--- src/rtl/instr_sequencer.sv ---
// Instruction register, microstep counter and control-word decoder for the 8-bit bus CPU.
// Optional macro STEP_SKIP_EN: return to T0 right after an instruction's last non-empty step.
module instr_sequencer #(
  parameter int NUM_STEPS = 5
) (
  input  logic        i_clk,
  input  logic        i_rst_n,
  input  logic        i_enable,
  input  logic [7:0]  i_instr,
  input  logic        i_carry,
  input  logic        i_zero,
  output logic [15:0] o_ctrl,
  output logic [3:0]  o_operand,
  output logic [3:0]  o_opcode,
  output logic [2:0]  o_step,
  output logic        o_halted
);

  localparam logic [15:0] C_HLT = 16'h8000, C_MI = 16'h4000, C_RI = 16'h2000, C_RO = 16'h1000;
  localparam logic [15:0] C_IO  = 16'h0800, C_II = 16'h0400, C_AI = 16'h0200, C_AO = 16'h0100;
  localparam logic [15:0] C_EO  = 16'h0080, C_SU = 16'h0040, C_BI = 16'h0020, C_OI = 16'h0010;
  localparam logic [15:0] C_CE  = 16'h0008, C_CO = 16'h0004, C_J  = 16'h0002, C_FI = 16'h0001;
  localparam logic [2:0]  LAST_STEP = 3'(NUM_STEPS - 1);

  typedef enum logic [3:0] {
    OP_NOP = 4'h0, OP_LDA = 4'h1, OP_ADD = 4'h2, OP_SUB = 4'h3,
    OP_STA = 4'h4, OP_LDI = 4'h5, OP_JMP = 4'h6, OP_JC  = 4'h7,
    OP_JZ  = 4'h8, OP_OUT = 4'hE, OP_HLT = 4'hF
  } opcode_e;

  logic [7:0]  ir;
  logic [2:0]  step, step_nxt;
  logic        halted;
  logic [15:0] raw_ctrl;

  function automatic logic [15:0] decode(logic [2:0] s, logic [3:0] op, logic c, logic z);
    logic [15:0] d;
    d = '0;
    case (s)
      3'd0: d = C_CO | C_MI;
      3'd1: d = C_RO | C_II | C_CE;
      3'd2: case (op)
        OP_LDA, OP_ADD, OP_SUB, OP_STA: d = C_IO | C_MI;
        OP_LDI: d = C_IO | C_AI;
        OP_JMP: d = C_IO | C_J;
        OP_JC:  d = c ? (C_IO | C_J) : '0;
        OP_JZ:  d = z ? (C_IO | C_J) : '0;
        OP_OUT: d = C_AO | C_OI;
        OP_HLT: d = C_HLT;
        default: d = '0;
      endcase
      3'd3: case (op)
        OP_LDA:         d = C_RO | C_AI;
        OP_ADD, OP_SUB: d = C_RO | C_BI;
        OP_STA:         d = C_AO | C_RI;
        default:        d = '0;
      endcase
      3'd4: case (op)
        OP_ADD:  d = C_EO | C_AI | C_FI;
        OP_SUB:  d = C_EO | C_SU | C_AI | C_FI;
        default: d = '0;
      endcase
      default: d = '0;
    endcase
    return d;
  endfunction

`ifdef STEP_SKIP_EN
  function automatic logic [2:0] last_used(logic [3:0] op, logic c, logic z);
    case (op)
      OP_ADD, OP_SUB:                 return 3'd4;
      OP_LDA, OP_STA:                 return 3'd3;
      OP_LDI, OP_JMP, OP_OUT, OP_HLT: return 3'd2;
      OP_JC:                          return c ? 3'd2 : 3'd1;
      OP_JZ:                          return z ? 3'd2 : 3'd1;
      default:                        return 3'd1;
    endcase
  endfunction

  // At T1 the IR still holds the previous word, so the skip decision looks at the ROM output.
  logic [2:0] last_step;
  always_comb begin
    last_step = (step == 3'd1) ? last_used(i_instr[7:4], i_carry, i_zero)
                               : last_used(ir[7:4], i_carry, i_zero);
    step_nxt  = (step == LAST_STEP || (step != 3'd0 && step == last_step)) ? 3'd0 : step + 3'd1;
  end
`else
  always_comb begin
    step_nxt = (step == LAST_STEP) ? 3'd0 : step + 3'd1;
  end
`endif

  always_ff @(posedge i_clk or negedge i_rst_n) begin
    if (!i_rst_n) begin
      ir     <= 8'h00;
      step   <= 3'd0;
      halted <= 1'b0;
    end else if (i_enable && !halted) begin
      if (step == 3'd1) ir <= i_instr;
      if (step == 3'd2 && ir[7:4] == OP_HLT) halted <= 1'b1;
      else                                   step   <= step_nxt;
    end
  end

  // Reset gates the outputs directly so no control pulse survives into the reset window.
  always_comb begin
    raw_ctrl = decode(step, ir[7:4], i_carry, i_zero);
    o_ctrl   = '0;
    if (!i_rst_n)      o_ctrl = '0;
    else if (halted)   o_ctrl = C_HLT;
    else if (i_enable) o_ctrl = raw_ctrl;
  end

  assign o_operand = ((o_ctrl & C_IO) != '0) ? ir[3:0] : 4'h0;
  assign o_opcode  = ir[7:4];
  assign o_step    = step;
  assign o_halted  = halted;

endmodule
--- config.mk ---
export PLATFORM = sky130hd
export DESIGN_NAME = instr_sequencer
export DESIGN_NICKNAME = d
export VERILOG_FILES = /design/src/rtl/instr_sequencer.sv
export SDC_FILE = /design/constraint.sdc
export NUM_CORES = 1
export LEC_CHECK = 0
export CORE_UTILIZATION = 35
export CTS_BUF_LIST = sky130_fd_sc_hd__clkbuf_8
export DETAILED_ROUTE_END_ITERATION = 7
export GPL_TIMING_DRIVEN = 0
export PLACE_DENSITY = 0.65
export SLEW_MARGIN = 20
export SYNTH_ARGS = -nofsm -noshare
export SYNTH_HDL_FRONTEND = slang
export SYNTH_SLANG_ARGS = --single-unit
--- constraint.sdc ---
create_clock -name i_clk -period 2.5 [get_ports i_clk]
set_input_delay 0.75 -clock i_clk [delete_from_list [all_inputs] [get_ports i_clk]]
set_output_delay 0.75 -clock i_clk [all_outputs]
set_load 0.02 [all_outputs]
# ---- After elaboration in Yosys (flattened, before gate mapping)
# Cells that the tools add are included.
dict set report word_totals {
  ff_bits 12
  latchBits 0
  romBits 0
  mem_bits_rw 0
  memories 0
  word_cells 39
}
dict set report op_classes {
  magnitude_cmp 0
  div_mod_pow 0
  n_reduce_logical 9
  bitwise_logic 1
  shift 0
  addsub 1
  mux 11
  eq_ne 14
  n_mul 0
}
# cell n
set op_table {}
lappend op_table {{one-hot mux 16 bit (7 select lines)} 1}
lappend op_table {{one-hot mux 16 bit (5 select lines)} 1}
lappend op_table {{two-way mux 16 bit} 3}
lappend op_table {{one-hot mux 14 bit (3 select lines)} 1}
lappend op_table {{two-way mux 12 bit} 2}
lappend op_table {{one-hot mux 10 bit (2 select lines)} 1}
lappend op_table {{== test 4 x 3 -> 1 bit, second input constant} 4}
lappend op_table {{== test 4 bit, second input constant} 3}
lappend op_table {{== test 4 x 2 -> 1 bit, second input constant} 2}
lappend op_table {{== test 3 x 2 -> 1 bit, second input constant} 2}
lappend op_table {{AND reduction 2 bit} 3}
lappend op_table {{== test 4 x 1 -> 1 bit, second input constant} 1}
lappend op_table {{two-way mux 4 bit} 1}
lappend op_table {{OR reduction 4 bit} 1}
lappend op_table {{adder 3 x 1 -> 3 bit, second input constant} 1}
lappend op_table {{== test 3 x 1 -> 1 bit, second input constant} 1}
lappend op_table {{== test 3 bit, second input constant} 1}
lappend op_table {{zero test 3 bit} 1}
lappend op_table {{two-way mux 3 bit} 1}
lappend op_table {{logical AND 1 bit} 2}
lappend op_table {{OR reduction 2 bit} 1}
lappend op_table {{zero test 1 bit} 1}
lappend op_table {{NOT 1 bit} 1}

# ---- Longest topological paths before layout
# Gate-level depths: netlist (run 1).
dict set report depth {
  ltp_word 8
  ltp_mapped 6
  depth_no_buf 5
}

# ---- Least setup slack after synthesis (run 1)
# No wires, ideal clock.
dict set report synth_timing {
  path_type {input to output}
  startpoint {in i_enable}
  endpoint {out o_ctrl[11]}
  arrival_ns 1.952
  path_buffers 1
  slack_ns -0.202
  required_time_ns 1.750
  path_stages 4
  cell_sequence {and3b_1 > buf_2 > o311ai_1 > nor4_1}
}
dict set report synth_via {
  elab_chain_len 3
}
# element line
set synth_rtl {}
lappend synth_rtl {{start, declared} 8} ;# input logic i_enable,
lappend synth_rtl {{two-way mux 16 bit} 111} ;# else if (i_enable) o_ctrl = raw_ctrl;
lappend synth_rtl {{two-way mux 16 bit} 110} ;# else if (halted) o_ctrl = C_HLT;
lappend synth_rtl {{two-way mux 16 bit} 109} ;# if (!i_rst_n) o_ctrl = '0;
lappend synth_rtl {{end, declared} 12} ;# output logic [15:0] o_ctrl,
# Every way passes these cells.

# ---- Worst setup path in the final report (run 1)
dict set report layout_timing {
  startpoint {reg step[0] (netlist: o_step[0])}
  endpoint {out o_operand[1]}
}
dict set report layout_via {
  elab_chain_len 6
  word_cells_on_any_way 10
}
# element line
set layout_rtl {}
lappend layout_rtl {{start, declared} 32} ;# logic [2:0] step, step_nxt;
lappend layout_rtl {{start signal, assigned} 101} ;# else step <= step_nxt;
lappend layout_rtl {{== test 3 bit, or another cell as far along} 39} ;# case (s)
lappend layout_rtl {{one-hot mux 16 bit (5 select lines) (*)} 39}
lappend layout_rtl {{two-way mux 16 bit (*)} 111}
lappend layout_rtl {{two-way mux 16 bit (*)} 110}
lappend layout_rtl {{two-way mux 16 bit (*)} 109}
lappend layout_rtl {{two-way mux 4 bit (*)} 114} ;# assign o_operand = ((o_ctrl & C_IO) != '0) ? ir[3:0] : 4'h0;
lappend layout_rtl {{end, declared} 13} ;# output logic [3:0] o_operand,
# Every way passes the cells marked *; elsewhere a longest branch is shown, timed or not.

==> results of run 1 <==
-- final timing paths --
check | cells past startpoint | endpoint
setup / recovery | 6 | o_operand[1]
hold reg to reg | 1 | ir[1]
min in group i_clk | 1 | ir[1]
setup reg to reg | 7 | o_step[2]
hold / removal | 2 | ir[1]
max in group asynchronous | 2 | ir[6]
-- sequential cells by signal, summed over array words and instances (netlist names) --
| name | cells |
|---|---|
| ir | 8 |
| o_step | 3 |
| o_halted | 1 |
-- layout by cell type, fill, tap and decap left out, types with 3 or more instances in the layout --
| master | n |
|---|---|
| buf_4 | 23 |
| clkdlybuf4s50_1 | 16 |
| buf_2 | 10 |
| mux2_1 | 10 |
| dfrtp_1 | 10 |
| a21oi_1 | 6 |
| nand2_1 | 5 |
| buf_6 | 5 |
| o211ai_1 | 5 |
| dlygate4sd2_1 | 5 |
| clkbuf_2 | 5 |
| nand3b_1 | 4 |
| clkbuf_8 | 4 |
| inv_1 | 3 |
| nand4_1 | 3 |
| nor2_2 | 3 |
| and3_1 | 3 |
| nor4_1 | 3 |
| nor2_1 | 3 |
| ha_4 | 3 |
-- Yosys cell counts (all sizes together) --
master	count	area share [%]
o21ba	1	0.98
and2	1	0.61
a31o	1	0.86
nor3	1	0.49
mux2	10	11
nand4	3	1.8
dfrtp	12	29
mux2i	1	0.98
clkbuf	1	0.37
nor4	5	3.1
a21oi	6	2.9
o31ai	1	0.74
nor3b	1	1.2
a21boi	1	0.74
nand2b	2	1.2
inv	5	1.8
o21ai	3	2.6
nand3b	4	2.9
nor2b	2	1.5
or4	1	1.1
nor2	7	3.3
or3	1	0.61
ha	5	6.1
a41o	1	0.98
o311ai	1	0.86
and4	2	1.7
buf	12	8.6
o211ai	5	3.7
and3	3	1.8
a211oi	1	0.74
o2111ai	1	0.86
and3b	2	1.7
nand2	5	1.8
nand3	1	0.49
-- cell type report --
type | count | area, um^2
Tap cell | 31 | 38.8
Inverter | 5 | 18.8
Multi-Input combinational cell | 79 | 714
Timing Repair Buffer | 54 | 433
Sequential cell | 12 | 303
Fill cell | 260 | 1090
Clock buffer | 4 | 55.1
Buffer | 12 | 103
-- timing repair --
item,in CTS,in global routing
endpoints found under the setup margin,20,16
gates resized for setup,97,26
pin swaps,10,11
setup buffers,4,10
-- critical path, cell delays in order, from the launching register on --
cell and delay, ns:
dfrtp_1 0.42, inv_2 0.10, ha_4 0.14, nor2b_4 0.24, o311ai_4 0.18, nor4_1 0.28
buf_2 0.21
-- logic make-up after synthesis --
group           count (synthesis)  share of synthesized area [%]
compound gates                 22                           16.0
fa+ha+maj                       5                           6.14
buf+inv                        18                           10.8
flops                          12                           29.5
mux                            11                           12.0
simple gates                   41                           25.6
-- report_power, final --
group | internal, mW | switching (mW) | total [mW] | leakage [nW]
sequential | 0.296 | 0.0960 | 0.392 | 0.143
clock | 0.139 | 0.0740 | 0.213 | 0.0288
combinational | 0.645 | 0.699 | 1.34 | 0.582
total | 1.08 | 0.869 | 1.95 | 0.753
-- layer usage --
layer / track usage (%) / part of all wire [%] / vias up / wire, um
li1: - / - / 514 / -
met3: 2.79 / 4.0 / 7 / 115
met1: 25.5 / 48 / 490 / 1380
met4: 11.1 / 3.0 / 0 / 86
met5: 0 / 0 / - / 0
met2: 25.8 / 45 / 29 / 1310
==> qor.yml, run 1 <==
cap_violations: 0
p_leak_nw: 0.753
grt_overflow: 0
relSlewSlack_pct: 73.5
rows: 19
postCtsHoldBufs: 0
fin_util_pct: 60.4
ctsHtreeMaxLevel: 1
core_area_um2: 2760
pin_count: 41
drive_gt1_share_pct: 43.4
ys_ff_latch: 12
violations: "setup timing"
final_nets: 185
antenna_found_initial: 0
clock_skew_ns: 0.00242
rr_startpoint: "o_step[0]"
clk_pin_slew_ns: 0.05
powerDensity_nw_per_um2: 1170
cts_sinks: 12
worst_setup_path_start_kind: "register"
grt_pass1_wl_mm: 4.50
crit_path_max_fanout: 6
worst_pin_slew_ns: 0.396
stdcell_area_um2: 1670
dr.pass1.iters: 4
syn-instance-count: 109
finalCriticalPeriod_ns: 2.56
grt_max_degree: 16
layout_setup_ws_ns: -0.0642
fin_hold_ws_ns: 0.366
fin_tns_setup_ns: -0.177
hp-class: "primary input to async pin"
grt_use_total_pct: 18.1
die_width_um: 55.9
crit_arrival_ns: 1.81
antennaDiodeCount: 0
hold_viol: 0
dp.cells: 180
cts_buffers: 3
clockBufferDepth: 2
via_per_inst: 5.28
routed_wl_mm: 2.90
clk_latency_ns: 0.24
pre_cts_ws_ns: -1.57
syn_nets: 127
rsz0062_at_grt: "true"
fin_crit_sh_pct: 103
first_global_vias: 950
synth-seq-area-share_pct: 29.5
r2r_setup_slack_ns: 0.73
port-buffer-count: 40
syn_to_final_growth_pct: 63.5
die_h_um: 55.9
cp.required_ns: 1.75
fin_cells: 197
die-area_um2: 3130
antenna_left: 0
crit_type: "register to primary output"
place_congestion: 0.774
syn_area_um2: 1020
initial_utilization_pct: 36.9
yosys.cell_types.count: 40
drc_errors: 0
ir_drop_uv: 759
fmax_ghz: 0.390
end_kind: "primary output"
status: "complete, but fails checks"
routedWlPerCell_um: 14.7
synth.avg_cell_area_um2: 9.34
drt_iter0_drc: 26
crit_path_start: "o_step[0]"
ys_warn_count: 0
placed_cell_area_um2: 1460
vias: 1040
cts_tree: "done"
finalSetupViolCount: 3
root_buffer: "clkbuf_8"
fin_total_pwr_mw: 1.95
hpwl_mm: 1.93
final_max_slew_viol_count: 0
No activity file was read; power rests on OpenSTA's default activity.
==> inputs of run 2 (changes only) <==
--- a/config.mk
+++ b/config.mk
@@ -5,11 +5,10 @@
 export SDC_FILE = /design/constraint.sdc
 export NUM_CORES = 1
 export LEC_CHECK = 0
-export CORE_UTILIZATION = 35
+export CORE_UTILIZATION = 41
 export CTS_BUF_LIST = sky130_fd_sc_hd__clkbuf_8
 export DETAILED_ROUTE_END_ITERATION = 7
-export GPL_TIMING_DRIVEN = 0
-export PLACE_DENSITY = 0.65
+export PLACE_DENSITY = 0.75
 export SLEW_MARGIN = 20
 export SYNTH_ARGS = -nofsm -noshare
 export SYNTH_HDL_FRONTEND = slang
==> constraint.sdc (replaced) <==
create_clock -name i_clk -period 3.05 [get_ports i_clk]
set_input_delay 0.915 -clock i_clk [delete_from_list [all_inputs] [get_ports i_clk]]
set_output_delay 0.915 -clock i_clk [all_outputs]
set_load 0.02 [all_outputs]
==> run 2 against run 1 <==
Effect of this change: the run now ends clean; design area fell by 8.2%; sequential share of layout area increased by 1.5 points; power decreased by 29%; clock power decreased by 22%; combinational power decreased by 37%; via count decreased by 4.9%; first-iteration DRC count is 65% lower; largest cell class unchanged.
==> qor.yml, run 2 (synthesis gave the netlist of run 1 again) <==
p_leak_nw: 0.669  # -11%
routedWlPerCell_um: 14.5  # -1.8%
final_max_slew_viol_count: 0  # unchanged
top_register: "ir"
first_global_vias: 948  # -0.21%
rsz0062_at_grt: "false"
cts_sinks: 12  # unchanged
fin_crit_sh_pct: 96.7
critPathSlowestCell: "nor4_2"
final_common_cell: "clkdlybuf4s50_1"
hp-class: "register to register"
postCtsHoldBufs: 0  # unchanged
initial_utilization_pct: 44.7  # +7.8 points
placed_cell_area_um2: 1450  # -0.34%
cap_violations: 0  # unchanged
port-buffer-count: 40  # unchanged
place_congestion: 0.879  # +14%
critPathBufInv: 2  # unchanged
grt_pass1_wl_mm: 4.38  # -2.6%
cts_tree: "done"
cts_setup_buffers: 0  # -4
most-common-layout-cells: "16 x clkdlybuf4s50_1, 13 x buf_4, 12 x dfrtp_1"
crit_path_max_fanout: 6  # unchanged
rows: 17  # -2
fin_hold_ws_ns: 0.500  # +0.134 ns
drt_iter0_drc: 9  # -65%
crit_arrival_ns: 2.04  # +0.23 ns
clock_skew_ns: 0.000901  # -0.00152 ns
status: "completed"
root_buffer: "clkbuf_8"
end_kind: "primary output"
largest_register_ffs: 8  # unchanged
die_h_um: 51.8  # -7.3%
vias: 989  # -4.9%
grt_overflow: 0  # unchanged
syn_to_final_growth_pct: 50.1
drive_gt1_share_pct: 32.5  # -11 points
powerDensity_nw_per_um2: 901  # -23%
via_per_inst: 5.53  # +4.7%
antenna_found_initial: 0  # unchanged
nFillCells: 189  # -27%
ctsHtreeMaxLevel: 1  # unchanged
slowest_delay_ns: 0.27  # -0.15 ns
die-area_um2: 2690  # -14%
finalCriticalPeriod_ns: 2.95
grt_max_degree: 17  # +1
final_nets: 170  # -8.1%
hold_viol: 0  # unchanged
drc_errors: 0  # unchanged
busiest_layer: "met2"
clockBufferDepth: 2  # unchanged
crit_family: "simple AND/OR/NAND/NOR gates"
fmax_ghz: 0.339
core_area_um2: 2280  # -17%
worst_pin_slew_ns: 0.472  # +0.0757 ns
whs_path_depth: 1
die_width_um: 51.8  # -7.3%
use_met2_pct: 35.7  # +9.9 points
clk_latency_ns: 0.23  # about the same
cp.depth: 5  # -1
grt_use_met1_pct: 29.7  # +4.2 points
grt_use_total_pct: 21.6  # +3.6 points
met3_usage_pct: 2.92  # +0.13 points
ir_drop_uv: 613  # -19%
worst_setup_path_start_kind: "primary input"
dr.pass1.iters: 4  # unchanged
pin_count: 41  # unchanged
antenna_left: 0  # unchanged
finalSetupViolCount: 0  # -3
crit_type: "primary input to primary output"
cts_buffers: 3  # unchanged
antennaDiodeCount: 0  # unchanged
relSlewSlack_pct: 68.5  # -5.1 points
crit_chain: "dlygate4sd2_1 -> and3b_2 -> o311ai_4 -> nor4_2 -> buf_2"
routed_wl_mm: 2.59  # -11%
ff2ff_path_depth: 6  # -1
stdcell_area_um2: 1530  # -8.2%
hpwl_mm: 2.01  # +4.2%
clk_pin_slew_ns: 0.05  # about the same
cp.required_ns: 2.13  # +0.38 ns
==> run 2: worst reg2reg max path, cell delays in order, from the launching register on <==
cell and delay (ns):
dfrtp_1 0.37, inv_1 0.08, ha_1 0.19, nor2b_2 0.23, buf_4 0.17, a31o_2 0.21
mux2_1 0.34
==> run 2: metal layers <==
layer  wire length [um]  up-vias  part of all wire (%)
met5                  0        -                     0
met4                 18        0                  0.70
met3                 85        4                   3.3
met2               1330       24                    51
met1               1150      477                    45
li1                   -      484                     -
==> run 2: path summary, 6_finish.rpt <==
| check | slack (ns) | start | endpoint |
|---|---|---|---|
| max reg2reg | 1.35 | o_step[0] | o_step[0] |
| max | 0.1 | i_rst_n | o_operand[0] |
| min in group asynchronous | 0.76 | i_rst_n | ir[1] |
| max in group asynchronous | 2.16 | i_rst_n | ir[6] |
| min | 0.50 | ir[0] | ir[0] |
| min reg2reg | 0.50 | ir[0] | ir[0] |
==> run 2: repair_timing <==
item	4_1_cts	5_1_grt
resized for setup	90	6
endpoints found under the setup margin	20	6
hold endpoints to repair	0	0
pin swaps	5	4
==> run 2: per-stage QoR <==
stage               utilization [%]  total power, mW  setup slack, ns  cells  setup TNS (ns)
finish                         67.2             1.38           0.0999    179               0
global route                   67.2             1.48           0.0223    179               0
CTS                            65.9             1.36           0.0120    179               0
detailed placement             63.8             1.16           -0.679    176          -10.15
global placement               63.8             1.14           -0.610    176           -9.58
floorplan                         -            0.900           0.0185    109               0
==> run 2: area by class of cell <==
cell class	instances	area, um^2	area share, %
Clock buffer	4	55.1	3.60
Multi-Input combinational cell	79	682	44.6
Tap cell	28	35.0	2.29
Sequential cell	12	300	19.6
Inverter	5	18.8	1.23
Timing Repair Buffer	51	438	28.6
==> run 2: power breakdown <==
part           total, mW  switching [mW]  internal (mW)
clock network      0.166          0.0528          0.114
logic              0.850           0.466          0.384
registers          0.361           0.122          0.239
==> RTL change, RTL diff (flow settings as in run 1) <==
The option `STEP_SKIP_EN` is turned on by a define.
--- a/src/rtl/instr_sequencer.sv
+++ b/src/rtl/instr_sequencer.sv
@@ -2,2 +2,4 @@
 // Optional macro STEP_SKIP_EN: return to T0 right after an instruction's last non-empty step.
+`define STEP_SKIP_EN
+
 module instr_sequencer #(
Behaviour: not the same (Yosys sat finds a counterexample within 4 cycles, from zero or initial values and one cycle with i_rst_n low).
==> RTL change against run 1 <==
- register-to-register slack got worse by 0.61 ns
- wire length increased by 18%
- sequential power increased by 14%
- worst hold slack got worse by 0.011 ns
- power increased by 4.4%
- the run still ends with negative setup slack left
- clock power decreased by 22%
- area after synthesis increased by 15%
- critical path type unchanged
- setup slack got worse by 0.065 ns
- sequential cell count unchanged
- highest routed layer unchanged
- via count increased by 26%
- critical endpoint unchanged
- final area increased by 10%
- die area increased by 14%
==> RTL change: results (changes against run 1) <==
[outcome]
status = finished, violations left
violations = negative setup slack

[sta]
worst_slew_pin_slew_ns = 0.416  ; +0.0202 ns
timing.hold.ws_ns = 0.355  ; -0.0109 ns
finalSetupViolCount = 9  ; +6
layout_setup_ws_ns = -0.129  ; -0.0647 ns
clock_skew_ns = 0.00366  ; +0.00123 ns

[critical_path]
rr_endpoint = o_step[1]
r2r_slack_ns = 0.12  ; -0.61 ns

[placement]
placed_area_um2 = 1650  ; +13%
dp.cells = 229  ; +27%
gp_congestion = 0.859  ; +11%
dp_hpwl_um = 2490  ; +29%

[pwr]
intPower_mw = 1.08  ; -0.19%
p_leak_nw = 0.809  ; +7.4%

[synthesis]
yosysUniqueCellTypes = 47  ; +18%
avgSynthCellArea_um2 = 8.07  ; -14%
syn-num-nets = 163  ; +28%
synth_common_cells = nand2_1, dfrtp_1, nor2_1, inv_1

[route]
via_count = 1311  ; +26%

[layout]
nFillCells = 296  ; +14%
stdcell_area_um2 = 1830  ; +10%
finalNetCount = 216  ; +17%
drive_gt1_share_pct = 41.3  ; -2.0 points

[global_route]
grtUsageTotal_pct = 20.2  ; +2.1 points
grt_pass1_wl_um = 5490  ; +22%

RTL change: cell count changes in the layout (fill, tap and decap cells not counted), moves of 5 or more:
cell	delta
and2_4	+5
buf_4	-9
buf_6	+6
inv_1	+5
mux2_1	-10
mux2_2	+5
nand2_1	+5
nor2_1	+5
o21ai_0	+5
RTL change: what timing repair did:
action / 4_1_cts / 5_1_grt
setup endpoints to repair: 23 / 22
pin swaps: 8 / 7
resized for setup: 123 / 28
buffers inserted: 4 / 4
RTL change: cell type report:
type	count	share of cell area, %
timing repair buffer	48	23.8
multi-input combinational	113	48.3
clock buffer	3	2.25
inverter	9	1.84
sequential	12	16.7
buffer	11	4.03
tap	44	3.01
RTL change: cells by family (layout without fill, tap and decap cells):
| kind of cell | after synthesis | in the layout | share of synthesized area [%] |
|---|---|---|---|
| simple gates | 63 | 63 | 30.5 |
| buf+inv | 20 | 71 | 8.56 |
| flops | 12 | 12 | 25.7 |
| mux | 7 | 7 | 6.52 |
| xor+xnor | 3 | 3 | 2.25 |
| fa+ha+maj | 5 | 5 | 5.35 |
| compound gates | 35 | 35 | 21.2 |
RTL change: worst max-delay path, cell delays in order (launching register included):
cell	delay, ns
dfrtp_2	0.45
inv_2	0.09
ha_4	0.12
nor2b_4	0.17
buf_12	0.13
nand2_8	0.05
nor3_4	0.12
and3_4	0.25
and2_4	0.15
buf_6	0.11
RTL change: metal layers:
layer  share of wire, %  wire [um]  track usage, %  up-vias
met5                  0          0               0        -
met4               0.73         25            8.64        0
met2                 49       1670            32.7       46
met1                 45       1560            27.3      632
li1                   -          -               -      631
met3                5.1        174            1.73        2
RTL change: metrics by stage:
step | TNS [ns] | total power, mW
3_3_place_gp | -23.48 | 1.59
6_report | -0.835 | 2.04
5_1_grt | -1.78 | 2.18
3_5_place_dp | -24.11 | 1.63
4_1_cts | -0.999 | 1.93
2_1_floorplan | 0 | 1.23
RTL change: power groups by stage:
| stage | Sequential (mW) | Combinational (mW) | Clock (mW) |
|---|---|---|---|
| floorplan | 0.419 | 0.811 | 0 |
| global placement | 0.414 | 1.18 | 0 |
| detailed placement | 0.423 | 1.20 | 0 |
| CTS | 0.430 | 1.33 | 0.174 |
| global route | 0.465 | 1.54 | 0.179 |
| finish | 0.447 | 1.42 | 0.167 |
RTL change: how the worst min path moves through the flow:
stage             from        end  cells past startpoint
6_report       i_rst_n  o_step[1]                      1
3_3_place_gp     ir[1]      ir[1]                      1
4_1_cts        i_rst_n  o_step[1]                      1
5_1_grt        i_rst_n      ir[0]                      1
3_5_place_dp     ir[3]      ir[3]                      1
2_1_floorplan  i_rst_n      ir[0]                      0
